--- src/rtl/i2c_reg_sequencer.sv ---
// Register-access command sequencer driving an I2C byte master: pointer write of the
// register index (plus optional payload), then an optional read transaction drained to a byte stream.
module i2c_reg_sequencer #(
    parameter logic [15:0] DIVIDER = 16'd100,
    parameter logic [23:0] TIMEOUT = 24'd1_000_000
) (
    input  logic        i_clk,
    input  logic        i_rst,
    input  logic        i_cmd_valid,
    output logic        o_cmd_ready,
    input  logic        i_cmd_rw,
    input  logic [6:0]  i_cmd_addr7,
    input  logic [7:0]  i_cmd_reg,
    input  logic [7:0]  i_cmd_len,
    input  logic        i_wdata_valid,
    output logic        o_wdata_ready,
    input  logic [7:0]  i_wdata,
    output logic        o_rdata_valid,
    input  logic        i_rdata_ready,
    output logic [7:0]  o_rdata,
    output logic        o_busy,
    output logic        o_done,
    output logic        o_err,
    output logic        o_fault,
    output logic        o_m_en,
    output logic        o_m_start,
    output logic        o_m_rw,
    output logic [6:0]  o_m_addr7,
    output logic [7:0]  o_m_len,
    output logic [15:0] o_m_divider,
    output logic        o_m_tx_push,
    output logic [7:0]  o_m_tx_push_data,
    output logic        o_m_rx_pop,
    output logic        o_m_rx_flush,
    output logic        o_m_clr_done,
    output logic        o_m_clr_ack_err,
    input  logic [7:0]  i_m_rx_data,
    input  logic        i_m_rx_valid,
    input  logic        i_m_busy,
    input  logic        i_m_done,
    input  logic        i_m_ack_err
);

    typedef enum logic [3:0] {
        S_IDLE, S_CLR, S_PUSH_REG, S_PUSH_DATA, S_START_W, S_WAIT_W,
        S_START_R, S_WAIT_R, S_DRAIN, S_DONE, S_ERR, S_FAULT
    } state_t;

    state_t      state_q, state_d;
    logic        rw_q, rw_d;
    logic [6:0]  addr_q, addr_d;
    logic [7:0]  reg_q, reg_d;
    logic [7:0]  len_q, len_d;
    logic [7:0]  cnt_q, cnt_d;
    logic [23:0] tmo_q, tmo_d;
    logic        err_q, err_d;
    logic        fault_q, fault_d;
    logic        fault_pulse_q, fault_pulse_d;
    logic        master_idle_done;

    always_ff @(posedge i_clk) begin
        if (i_rst) begin
            state_q       <= S_IDLE;
            rw_q          <= 1'b0;
            addr_q        <= 7'h00;
            reg_q         <= 8'h00;
            len_q         <= 8'h00;
            cnt_q         <= 8'h00;
            tmo_q         <= 24'h000000;
            err_q         <= 1'b0;
            fault_q       <= 1'b0;
            fault_pulse_q <= 1'b0;
        end else begin
            state_q       <= state_d;
            rw_q          <= rw_d;
            addr_q        <= addr_d;
            reg_q         <= reg_d;
            len_q         <= len_d;
            cnt_q         <= cnt_d;
            tmo_q         <= tmo_d;
            err_q         <= err_d;
            fault_q       <= fault_d;
            fault_pulse_q <= fault_pulse_d;
        end
    end

    assign o_m_en           = 1'b1;
    assign o_m_divider      = DIVIDER;
    assign o_m_addr7        = addr_q;
    assign o_busy           = (state_q != S_IDLE);
    assign o_err            = err_q;
    assign o_fault          = fault_q;
    assign master_idle_done = i_m_done & ~i_m_busy;

    always_comb begin
        state_d          = state_q;
        rw_d             = rw_q;
        addr_d           = addr_q;
        reg_d            = reg_q;
        len_d            = len_q;
        cnt_d            = cnt_q;
        tmo_d            = tmo_q + 24'd1;
        err_d            = err_q;
        o_cmd_ready      = 1'b0;
        o_wdata_ready    = 1'b0;
        o_rdata_valid    = 1'b0;
        o_rdata          = 8'h00;
        o_done           = 1'b0;
        o_m_start        = 1'b0;
        o_m_rw           = 1'b0;
        o_m_len          = 8'h00;
        o_m_tx_push      = 1'b0;
        o_m_tx_push_data = 8'h00;
        o_m_rx_pop       = 1'b0;
        o_m_rx_flush     = 1'b0;
        o_m_clr_done     = 1'b0;
        o_m_clr_ack_err  = 1'b0;

        case (state_q)
            S_IDLE: begin
                o_cmd_ready = ~fault_q;
                if (i_cmd_valid && !fault_q) begin
                    rw_d   = i_cmd_rw;
                    addr_d = i_cmd_addr7;
                    reg_d  = i_cmd_reg;
                    len_d  = i_cmd_len;
                    cnt_d  = 8'h00;
                    err_d  = 1'b0;
                    // A 255-byte write cannot fit the master's 8-bit length once the index byte is added.
                    state_d = (!i_cmd_rw && i_cmd_len == 8'hFF) ? S_ERR : S_CLR;
                end
            end
            S_CLR: begin
                o_m_clr_done    = 1'b1;
                o_m_clr_ack_err = 1'b1;
                o_m_rx_flush    = 1'b1;
                state_d         = S_PUSH_REG;
            end
            S_PUSH_REG: begin
                o_m_tx_push_data = reg_q;
                if (!i_m_busy) begin
                    o_m_tx_push = 1'b1;
                    state_d     = (!rw_q && len_q != 8'h00) ? S_PUSH_DATA : S_START_W;
                end
            end
            S_PUSH_DATA: begin
                o_wdata_ready    = ~i_m_busy;
                o_m_tx_push      = i_wdata_valid & ~i_m_busy;
                o_m_tx_push_data = i_wdata;
                if (i_wdata_valid && !i_m_busy) begin
                    cnt_d = cnt_q + 8'd1;
                    if (cnt_q == len_q - 8'd1) begin
                        state_d = S_START_W;
                    end
                end
            end
            S_START_W: begin
                o_m_start = 1'b1;
                o_m_len   = rw_q ? 8'd1 : len_q + 8'd1;
                tmo_d     = 24'h000000;
                state_d   = S_WAIT_W;
            end
            S_WAIT_W: begin
                if (master_idle_done) begin
                    // A NACK here can strand payload in the master's TX FIFO, which has no flush.
                    if (i_m_ack_err) begin
                        state_d = S_FAULT;
                    end else if (rw_q && len_q != 8'h00) begin
                        state_d = S_START_R;
                    end else begin
                        state_d = S_DONE;
                    end
                end else if (tmo_q >= TIMEOUT - 24'd1) begin
                    state_d = S_FAULT;
                end
            end
            S_START_R: begin
                o_m_start = 1'b1;
                o_m_rw    = 1'b1;
                o_m_len   = len_q;
                cnt_d     = 8'h00;
                tmo_d     = 24'h000000;
                state_d   = S_WAIT_R;
            end
            S_WAIT_R: begin
                if (master_idle_done) begin
                    state_d = i_m_ack_err ? S_ERR : S_DRAIN;
                end else if (tmo_q >= TIMEOUT - 24'd1) begin
                    state_d = S_FAULT;
                end
            end
            S_DRAIN: begin
                o_rdata       = i_m_rx_data;
                o_rdata_valid = i_m_rx_valid;
                o_m_rx_pop    = i_m_rx_valid & i_rdata_ready & ~i_m_busy;
                if (!i_m_rx_valid) begin
                    state_d = S_ERR;
                end else if (i_rdata_ready && !i_m_busy) begin
                    cnt_d = cnt_q + 8'd1;
                    if (cnt_q == len_q - 8'd1) begin
                        state_d = S_DONE;
                    end
                end
            end
            S_DONE: begin
                o_done  = 1'b1;
                state_d = S_IDLE;
            end
            S_ERR: begin
                o_done  = 1'b1;
                state_d = S_IDLE;
            end
            S_FAULT: begin
                o_done = fault_pulse_q;
            end
            default: begin
                state_d = S_IDLE;
            end
        endcase

        fault_pulse_d = (state_d == S_FAULT) && (state_q != S_FAULT);
        fault_d       = fault_q | fault_pulse_d;
        if (state_d == S_ERR || fault_pulse_d) begin
            err_d = 1'b1;
        end
    end

endmodule

--- config.mk ---
export PLATFORM = sky130hd
export DESIGN_NAME = i2c_reg_sequencer
export DESIGN_NICKNAME = d
export VERILOG_FILES = /design/src/rtl/i2c_reg_sequencer.sv
export SDC_FILE = /design/constraint.sdc
export NUM_CORES = 1
export LEC_CHECK = 0
export ABC_CLOCK_PERIOD_IN_PS = 2100
export CAP_MARGIN = 20
export CORE_AREA = 3 3 120 122
export CTS_BUF_LIST = sky130_fd_sc_hd__clkbuf_4 sky130_fd_sc_hd__clkbuf_8
export DETAILED_ROUTE_END_ITERATION = 6
export DIE_AREA = 0 0 123 125
export PLACE_DENSITY_LB_ADDON = 0.25
export SLEW_MARGIN = 20
export SYNTH_ARGS = -nofsm -noshare
export SYNTH_HDL_FRONTEND = slang
export SYNTH_SLANG_ARGS = --single-unit
--- constraint.sdc ---
create_clock -name i_clk -period 2.1 [get_ports i_clk]
set_input_delay 0.21 -clock i_clk [delete_from_list [all_inputs] [get_ports i_clk]]
set_output_delay 0.21 -clock i_clk [all_outputs]
set_load 0.01 [all_outputs]
; ---- Yosys cells after proc, flatten, opt, wreduce, memory -nomap -nowiden
; Index checks and enable logic that the tools add are counted.
[op_classes]
n_addsub = 4
order_cmp = 1
n_mux = 38
n_eq_ne = 20
n_bitwise = 7
reduce_logical = 24
[op_table]
columns = operator, count
row1 = 2-to-1 mux 4 bit, 13
row2 = 2-to-1 mux 8 bit, 6
row3 = one-hot mux 4 bit (10 select lines), 1
row4 = one-hot mux 8 bit (2 select lines), 2
row5 = one-hot mux 8 bit (4 select lines), 1
row6 = adder 24 x 1 -> 24 bit (second input constant), 1
row7 = equality test 4 bit (second input constant), 6
row8 = greater-or-equal comparator 24 x 20 -> 1 bit (second input constant), 1
row9 = adder 8 x 1 -> 8 bit (second input constant), 2
row10 = equality test 4 x 3 -> 1 bit (second input constant), 4
row11 = 2-to-1 mux 1 bit, 11
row12 = equality test 4 x 2 -> 1 bit (second input constant), 2
row13 = equality test 8 bit, 1
row14 = equality test 8 bit (second input constant), 1
row15 = inequality test 2 bit (second input constant), 4
row16 = nonzero test 4 bit, 2
row17 = nonzero test 8 bit, 1
row18 = subtractor 8 x 1 -> 8 bit (second input constant), 1
row19 = logical AND 1 bit, 7
row20 = AND reduction 5 bit, 1
row21 = AND 1 bit, 4
row22 = equality test 4 x 1 -> 1 bit (second input constant), 1
row23 = zero test 1 bit, 4
row24 = zero test 4 bit, 1
row25 = other kinds (11), 16
[word_totals]
inputBits = 49
out_inout_bits = 62
wordCells = 104
regBits = 63

; ---- Logic depth before layout (Yosys ltp)
; Gate-level depths: netlist of run 1.
[depth]
ltp_word = 11
mapped_depth = 8

; ---- Worst setup path after synthesis of run 1
; Ideal clock, no wire load.
[synth_path]
path_kind = reg-to-reg
start = reg len_q[0]
end = reg fault_q, in the netlist o_fault
path_stages_with_launch = 9
synth_period_minus_slack_ps = 1970
arrival_ps = 1882
setup_ps = 88
path_slack_ps = 130
t_required_ps = 2012
cell_sequence = dfxtp_1 -> inv_1 -> ha_1 -> nor3b_1 -> a211o_1 -> o31ai_1 -> and3_1 -> a21oi_1 -> o32ai_2
[synth_between]
elab_chain_cells = 9
[synth_lines]
columns = item, line
row1 = from (decl), 53  ; logic [7:0] len_q, len_d;
row2 = from (signal assigned), 78  ; len_q <= len_d;
row3 = subtractor 8 x 1 -> 8 bit / nonzero test 8 bit (equally long branches), n/a
row4 = equality test 8 bit / logical AND 1 bit (equally long branches), "152, 200, 168"
row5 = "2-to-1 mux 4 bit, on equally long branches", "200, 168"
row6 = "2-to-1 mux 4 bit, on equally long branches", "198, 166"
row7 = "2-to-1 mux 4 bit, on equally long branches", "196, 164"
row8 = one-hot mux 4 bit (10 select lines) *, 119  ; case (state_q)
row9 = equality test 4 bit *, 221  ; fault_pulse_d = (state_d == S_FAULT) && (state_q != S_FAULT);
row10 = logical AND 1 bit *, 221
row11 = bitwise OR 1 bit *, 222  ; fault_d = fault_q | fault_pulse_d;
row12 = to (signal assigned), 82  ; fault_q <= fault_d;
row13 = to (decl), 57  ; logic fault_q, fault_d;
; Mark *: on every way between the ends. The rest lies on a longest branch, timed or not.
; A chain may end at the register's enable or synchronous reset.

; ---- Worst setup path after layout of run 1
[layout_path]
start = reg state_q[3]
end = out o_m_tx_push_data[5]
[layout_between]
elab_chain_cells = 2
[layout_lines]
columns = item, line
row1 = from (decl), 49  ; state_t state_q, state_d;
row2 = from (signal assigned), 74  ; state_q <= state_d;
row3 = equality test 4 x 2 -> 1 bit, 119
row4 = one-hot mux 8 bit (2 select lines) *, 119
row5 = to (decl), 32  ; output logic [7:0] o_m_tx_push_data,
; Marks and branches as above.

==> metrics.md, run 1 <==
| Metric | Value |
|---|---|
| Outcome | complete, no violations |
| LEAKAGE | 2.18 nW |
| Drt pass-1 iters | 5 |
| Number of synthesized register bits | 63 |
| Hold/Removal Path Class | input port to flip-flop |
| # setup viols final | 0 |
| Via count | 3743 |
| Post-synthesis area per instance | 7.68 sq um |
| Fin crit share | 97.5% |
| Nets | 659 |
| # port buffers | 93 |
| Required @ worst endpoint | 1.89 ns |
| H-tree depth | 3 |
| Top FF cell, synth | dfxtp_1 |
| Grt met1 use | 16.8% |
| Max Clk Rate | 488 MHz |
| Gate Count Post-Synth | 485 |
| Core area | 13300 sq um |
| Overall power | 3.52 mW |
| Diodes inserted | 0 |
| Top cells by area, synth | dfxtp_1, nand2_1, nor2_1, a21oi_1, xor2_1 |
| CTS Buf Count | 9 |
| Yosys Warn Count | 0 |
| Data arrival, critical path | 1.84 ns |
| Area Overhead vs Synth | 44.7% |
| Crit path max fanout | 9 |
| Die H | 125 um |
| Crit path top cell by count | buf_6 |
| Antenna Nets Post-Route | 0 |
| TritonCTS clock tree | done |
| Detailed Place HPWL | 8.46 mm |
| Final instance area | 5390 sq um |
| Critical R2R Launch | state_q[2] |
| Leading cell types by count after synthesis | nand2_1, dfxtp_1, nor2_1 |
| Initial antenna violation count | 0 |
| Post-synthesis cell type count | 56 |
| Cell with the most instances after synthesis | nand2_1 |
| Global routing's busiest layer | met2 |
| Pwr/cell area | 653 nW/um^2 |
| Die area | 15400 sq um |
| Clock transition at path regs | 0.08 ns |
| Post-synthesis cell area | 3720 sq um |
| Met3 Track Usage GR | 3.66% |
| Post-DR wirelength/cell | 14.5 um |
| Initial Util | 28.0% |
| GRT Util Overall | 14.3% |
| Drt initial violations | 249 |
| Setup ws final | 0.0528 ns |
| # clock sinks | 63 |
| Max clock buf depth | 2 |
| Vias in the first global route | 3616 |
| Pins Over Slew Limit | 0 |
| Worst Setup End Kind | output port |
| Reg2reg path depth | 7 |
| Critical Path End | o_m_tx_push_data[5] |
| Final wirelength | 11.4 mm |
| Crit Path Category | flip-flop to output port |
| Worst Setup SP | state_q[3] |
| Slowest cell on the critical path | dfxtp_1 |
| Die Width | 123 um |
| Worst skew pair latency | 0.35 ns |
| Placer Congestion | 0.838 |
| Yosys top cell area share | 33.9% |
| Post-Place Setup Slack | 0.0286 ns |
| Worst r2r dst | o_fault |
| Critical-path cell list | buf_6, buf_6, nor3_4, buf_2, a22o_1, dlygate4sd2_1 |
| Largest net degree at the start of global routing | 27 |
| Final min period | 2.05 ns |
| Worst vdd ir | 0.000249 V |
| Async S/R FF share, synth | 0% |
| Met2 global-route usage | 25.8% |
| Seq/Total Area, Yosys | 33.9% |
| Remaining Overflow, GRT | 0 |
| Placed Area | 4980 sq um |
| IO Pins | 111 |
| Row cnt | 42 |
| Synth area leader | dfxtp_1 |
| First-pass GRT wire length | 17.7 mm |
| Drt drc | 0 |
| Largest stage delay on the critical path | 0.34 ns |
| Layout cell share with drive strength beyond 1 | 18.9% |
| Final hold violation count | 0 |
| Root buffer cell | clkbuf_8 |
| Vias per std cell | 4.77 |
| Max cap viols | 0 |
| Startpoint types | flip-flop |
| EDFF count, synth | 0 |
| Clock Skew | 0.00824 ns |
| FF-to-FF setup slack | 0.12 ns |
[how the worst min path moves through the flow]
stage	startpoint	endpoint	slack, ns	cells after the start
final	i_cmd_addr7[3]	o_m_addr7[3]	0.40	3
after global routing	i_cmd_reg[5]	reg_q[5]	0.40	3
after CTS	i_cmd_addr7[3]	o_m_addr7[3]	0.39	3
after detailed placement	tmo_q[0]	tmo_q[0]	0.44	1
after global placement	tmo_q[0]	tmo_q[0]	0.42	1
after floorplan	i_cmd_reg[0]	reg_q[0]	0.35	2
[metal layers]
metal	routed length, um	up-vias
li1	-	1873
met2	6050	75
met5	0	-
met4	129	0
met3	487	9
met1	4690	1786
[where the power goes]
part / leakage, nW / internal [mW] / switching, mW
logic: 1.56 / 0.498 / 0.535
clock network: 0.105 / 0.659 / 0.494
registers: 0.515 / 1.26 / 0.0681
[layout by cell type (no fill, tap or decap), types with 3 or more instances in the layout]
cell,count
o31ai_1,3
or2_2,3
buf_4,43
clkbuf_2,4
xnor2_1,17
nand2_1,72
nand2b_4,3
dfxtp_2,5
inv_1,10
and3_1,8
o21ai_1,4
nand4_1,12
dlygate4sd2_1,19
nor2_1,51
clkdlybuf4s50_1,62
o21ai_0,11
buf_6,5
ha_1,4
and4_1,3
nor3_1,10
xor2_1,20
conb_1,17
nor4_1,4
nand2b_1,3
nor3_4,4
clkdlybuf4s15_2,3
nor3_2,3
dfxtp_1,57
a22o_1,10
buf_2,3
nand3b_1,3
clkbuf_8,9
a21oi_1,36
or3_1,8
nand3_1,11
and2_1,11
a211o_1,3
nor2b_1,3
nor3b_1,4
[timing repair]
action	4_1_cts	5_1_grt
resized for setup	53	46
cloned	1	1
setup endpoints to repair	35	23
pin swaps	3	9
hold buffers	0	0
buffers inserted	6	1
[stage by stage]
step | hold WS (ns) | util (%) | TNS (ns) | cells
floorplan | 0.346 | - | 0 | 500
global placement | 0.423 | 37.5 | 0 | 762
detailed placement | 0.436 | 37.5 | 0 | 762
CTS | 0.389 | 39.5 | -0.129 | 784
global route | 0.397 | 40.5 | -0.0397 | 785
finish | 0.399 | 40.5 | 0 | 785
[state kept, by name, summed over array words and instances, names as in the netlist]
name           flops
cnt_q              8
fault_pulse_q      1
len_q              8
o_err              1
o_fault            1
o_m_addr7          7
reg_q              8
rw_q               1
state_q            4
tmo_q             24
[logic make-up (layout without fill, tap and decap cells)]
group,count (synthesis),after routing,share of synthesized area (%)
mux,2,2,0.538
other cells,2,17,0.202
simple gates,232,232,31.6
fa+ha+maj,5,5,1.68
compound gates,85,85,14.6
buf+inv,58,167,8.17
flops,63,63,33.9
xor+xnor,38,38,9.34
[final cells by class]
class | instances | area [sq um]
inverters | 10 | 37.5
repair buffers | 142 | 1280
flip-flops and latches | 63 | 1270
fillers | 1338 | 7910
well taps | 176 | 220
clock inverters | 6 | 86.3
multi-input cells | 379 | 2370
clock buffers | 9 | 124
[critical path: cells and delay by family (launching register included)]
kind	cells	cell delay, ns
buffers and inverters	4	0.79
DFF	1	0.34
and+or+nand+nor	1	0.22
AOI/OAI and AO/OA	1	0.14
Note: power is estimated with default switching activity, not from simulation.
==> inputs of run 2 (changes only) <==
- CORE_AREA: 3 3 120 122 -> 3 3 142 103
- CTS_CLUSTER_SIZE: not set -> 24
- DIE_AREA: 0 0 123 125 -> 0 0 145 106
==> run 2 against run 1 <==
Compared with the run above:
- worst hold slack gained 0.012 ns
- via count increased by 0.43%
- combinational power is essentially flat
- clock-buffer cell count up 1
- clock skew is 0.00099 ns lower
- critical path depth unchanged
- critical endpoint is now o_fault
==> metrics.md, run 2 (same netlist as run 1, synthesis figures left out) <==
| Metric | Value |
|---|---|
| Outcome | complete, no violations |
| Final wirelength | 11.7 mm (+3.1%) |
| First-pass GRT wire length | 18.3 mm (+3.1%) |
| CTS Hold Bufs | 0 (unchanged) |
| Area Overhead vs Synth | 44.0% |
| Placed cell count | 767 (+0.66%) |
| Worst hold path startpoint | i_cmd_reg[3] |
| Largest net degree at the start of global routing | 29 (+7.4%) |
| Initial Util | 28.2% (+0.24 points) |
| Max clock buf depth | 2 (unchanged) |
| Crit path max-delay family | simple AND/OR/NAND/NOR gates |
| H-tree depth | 3 (unchanged) |
| Max reg flops | 24 (unchanged) |
| Final core occ | 40.7% (+0.15 points) |
| Setup_tns | 0 ns (unchanged) |
| Die Width | 145 um (+18%) |
| Max Clk Rate | 482 MHz (-1.3%) |
| Vias in the first global route | 3501 (-3.2%) |
| Drt pass-1 iters | 4 (-1) |
| Overall power | 3.59 mW (+2.0%) |
| Footprint of the multi-input gates | 2340 sq um (-1.2%) |
| Worst Setup SP | state_q[2] |
| Clock transition at path regs | 0.07 ns (about the same) |
| # clock sinks | 63 (unchanged) |
| Required @ worst endpoint | 2.35 ns (+0.46 ns) |
| Reg2reg path depth | 6 (-1) |
| Buf/Inv on CP | 0 (-4) |
| Nets | 656 (-0.46%) |
| Max cap viols | 0 (unchanged) |
| Post-DR wirelength/cell | 14.8 um (+2.2%) |
| Worst r2r dst | o_fault |
| Worst Setup End Kind | flip-flop |
| Final hold violation count | 0 (unchanged) |
| LEAKAGE | 2.20 nW (+1.1%) |
| Post-Place Setup Slack | -0.114 ns (-0.142 ns) |
| Grt met1 use | 21.0% (+4.3 points) |
| GRT Util Overall | 14.6% (+0.29 points) |
| Crit path max fanout | 6 (-3) |
| Detailed Place HPWL | 8.71 mm (+3.0%) |
| # port buffers | 93 (unchanged) |
| Drt drc | 0 (unchanged) |
| Finished Layout Cells | 792 (+0.89%) |
| Hold EP | reg_q[3] |
| Clock Skew | 0.00725 ns (-0.000992 ns) |
| Die area | 15400 sq um (about the same) |
| Met2 global-route usage | 21.1% (-4.6 points) |
| Worst hold slack | 0.410 ns (+0.0116 ns) |
| Slowest cell on the critical path | or4_4 |
| Met3 Track Usage GR | 4.52% (+0.86 points) |
| Root buffer cell | clkbuf_8 |
| Crit Path Category | flip-flop to flip-flop |
| Die H | 106 um (-15%) |
| Diodes inserted | 0 (unchanged) |
| Pwr/cell area | 670 nW/um^2 (+2.5%) |
| Placer Congestion | 0.941 (+12%) |
| Via count | 3759 (+0.43%) |
| RSZ-0062 raised after global routing | yes |
| TritonCTS clock tree | done |
| Pins Over Slew Limit | 0 (unchanged) |
| Worst vdd ir | 0.000247 V (-0.75%) |
| Layout cell share with drive strength beyond 1 | 17.8% (-1.1 points) |
| Final instance area | 5360 sq um (-0.49%) |
| Row cnt | 35 (-17%) |
| Critical R2R Launch | state_q[2] |
| Critical-path cell list | or4_4, and4b_1, a211oi_1, nor3_1, o31ai_2, o32ai_2 |
| Global routing's busiest layer | met2 |
| Core area | 13200 sq um (-0.86%) |
| Most frequent cells in the layout | nand2_1, clkdlybuf4s50_1, dfxtp_1 |
| FF-to-FF setup slack | 0.03 ns (-0.09 ns) |
| Remaining Overflow, GRT | 0 (unchanged) |
| CTS Buf Count | 9 (unchanged) |
| Fin crit share | 98.8% (+1.3 points) |
| Reg area | 1280 sq um (+0.69%) |
| Vias per std cell | 4.75 (-0.46%) |
| Largest stage delay on the critical path | 0.59 ns (+0.25 ns) |
| Data arrival, critical path | 2.33 ns (+0.49 ns) |
| Initial antenna violation count | 1 (+1) |
| Drt initial violations | 199 (-20%) |
| Startpoint types | flip-flop |
| IO Pins | 111 (unchanged) |
| Commonest non-fill, non-tap cell in the layout | nand2_1 |
| Hold path depth | 3 (unchanged) |
| Final min period | 2.07 ns (+0.0267 ns) |
| # setup viols final | 0 (unchanged) |
| Hold/Removal Path Class | input port to flip-flop |
| Setup ws final | 0.0262 ns (-0.0267 ns) |
| Placed Area | 4960 sq um (-0.58%) |
| Layout fillers | 1343 (+0.37%) |
| Antenna Nets Post-Route | 0 (unchanged) |
| Worst skew pair latency | 0.34 ns (about the same) |
| Biggest register | tmo_q |
[run 2: cell type report]
cell class                 instances  area share (%)
clock buffer                      10            2.57
clock inverter                     6            1.73
timing repair buffer             139            23.1
sequential                        63            23.9
inverter                          10           0.700
multi-input combinational        379            43.7
tap                              185            4.32
[run 2: power breakdown]
part | switching [mW] | total [mW] | internal [mW]
combinational | 0.536 | 1.03 | 0.490
clock | 0.503 | 1.21 | 0.706
sequential | 0.0871 | 1.35 | 1.27
total | 1.13 | 3.59 | 2.46
[run 2: how the worst max path moves through the flow]
stage	endpoint	slack, ns	cells past startpoint
floorplan	o_fault	0.13	8
CTS	o_m_rx_pop	-0.08	4
detailed placement	o_m_rx_pop	-0.11	4
global route	o_fault	-0.06	6
finish	o_fault	0.03	6
global placement	o_m_rx_pop	-0.20	4
[run 2: per-layer routing]
metal  wire length, um  part of all wire [%]
met5                11                 0.094
met4                95                  0.81
met3              1020                   8.7
met2              4840                    41
met1              5740                    49
[run 2: timing repair]
item	in CTS	in global routing
setup buffers	2	5
resized for setup	54	34
gates cloned	0	2
pin swaps	2	7
endpoints found under the setup margin	35	24
[run 2: worst min-delay path: cells and delay by family]
family | cells | cell delay, ns
buffers and inverters | 1 | 0.39
AO/OA/AOI/OAI | 1 | 0.05
AND/OR/NAND/NOR | 1 | 0.06
==> inputs of run 3 (changes only) <==
- HOLD_SLACK_MARGIN: not set -> 0.15
==> results of run 3 <==
The final DEF is identical to that of run 2; final timing and power are the same.
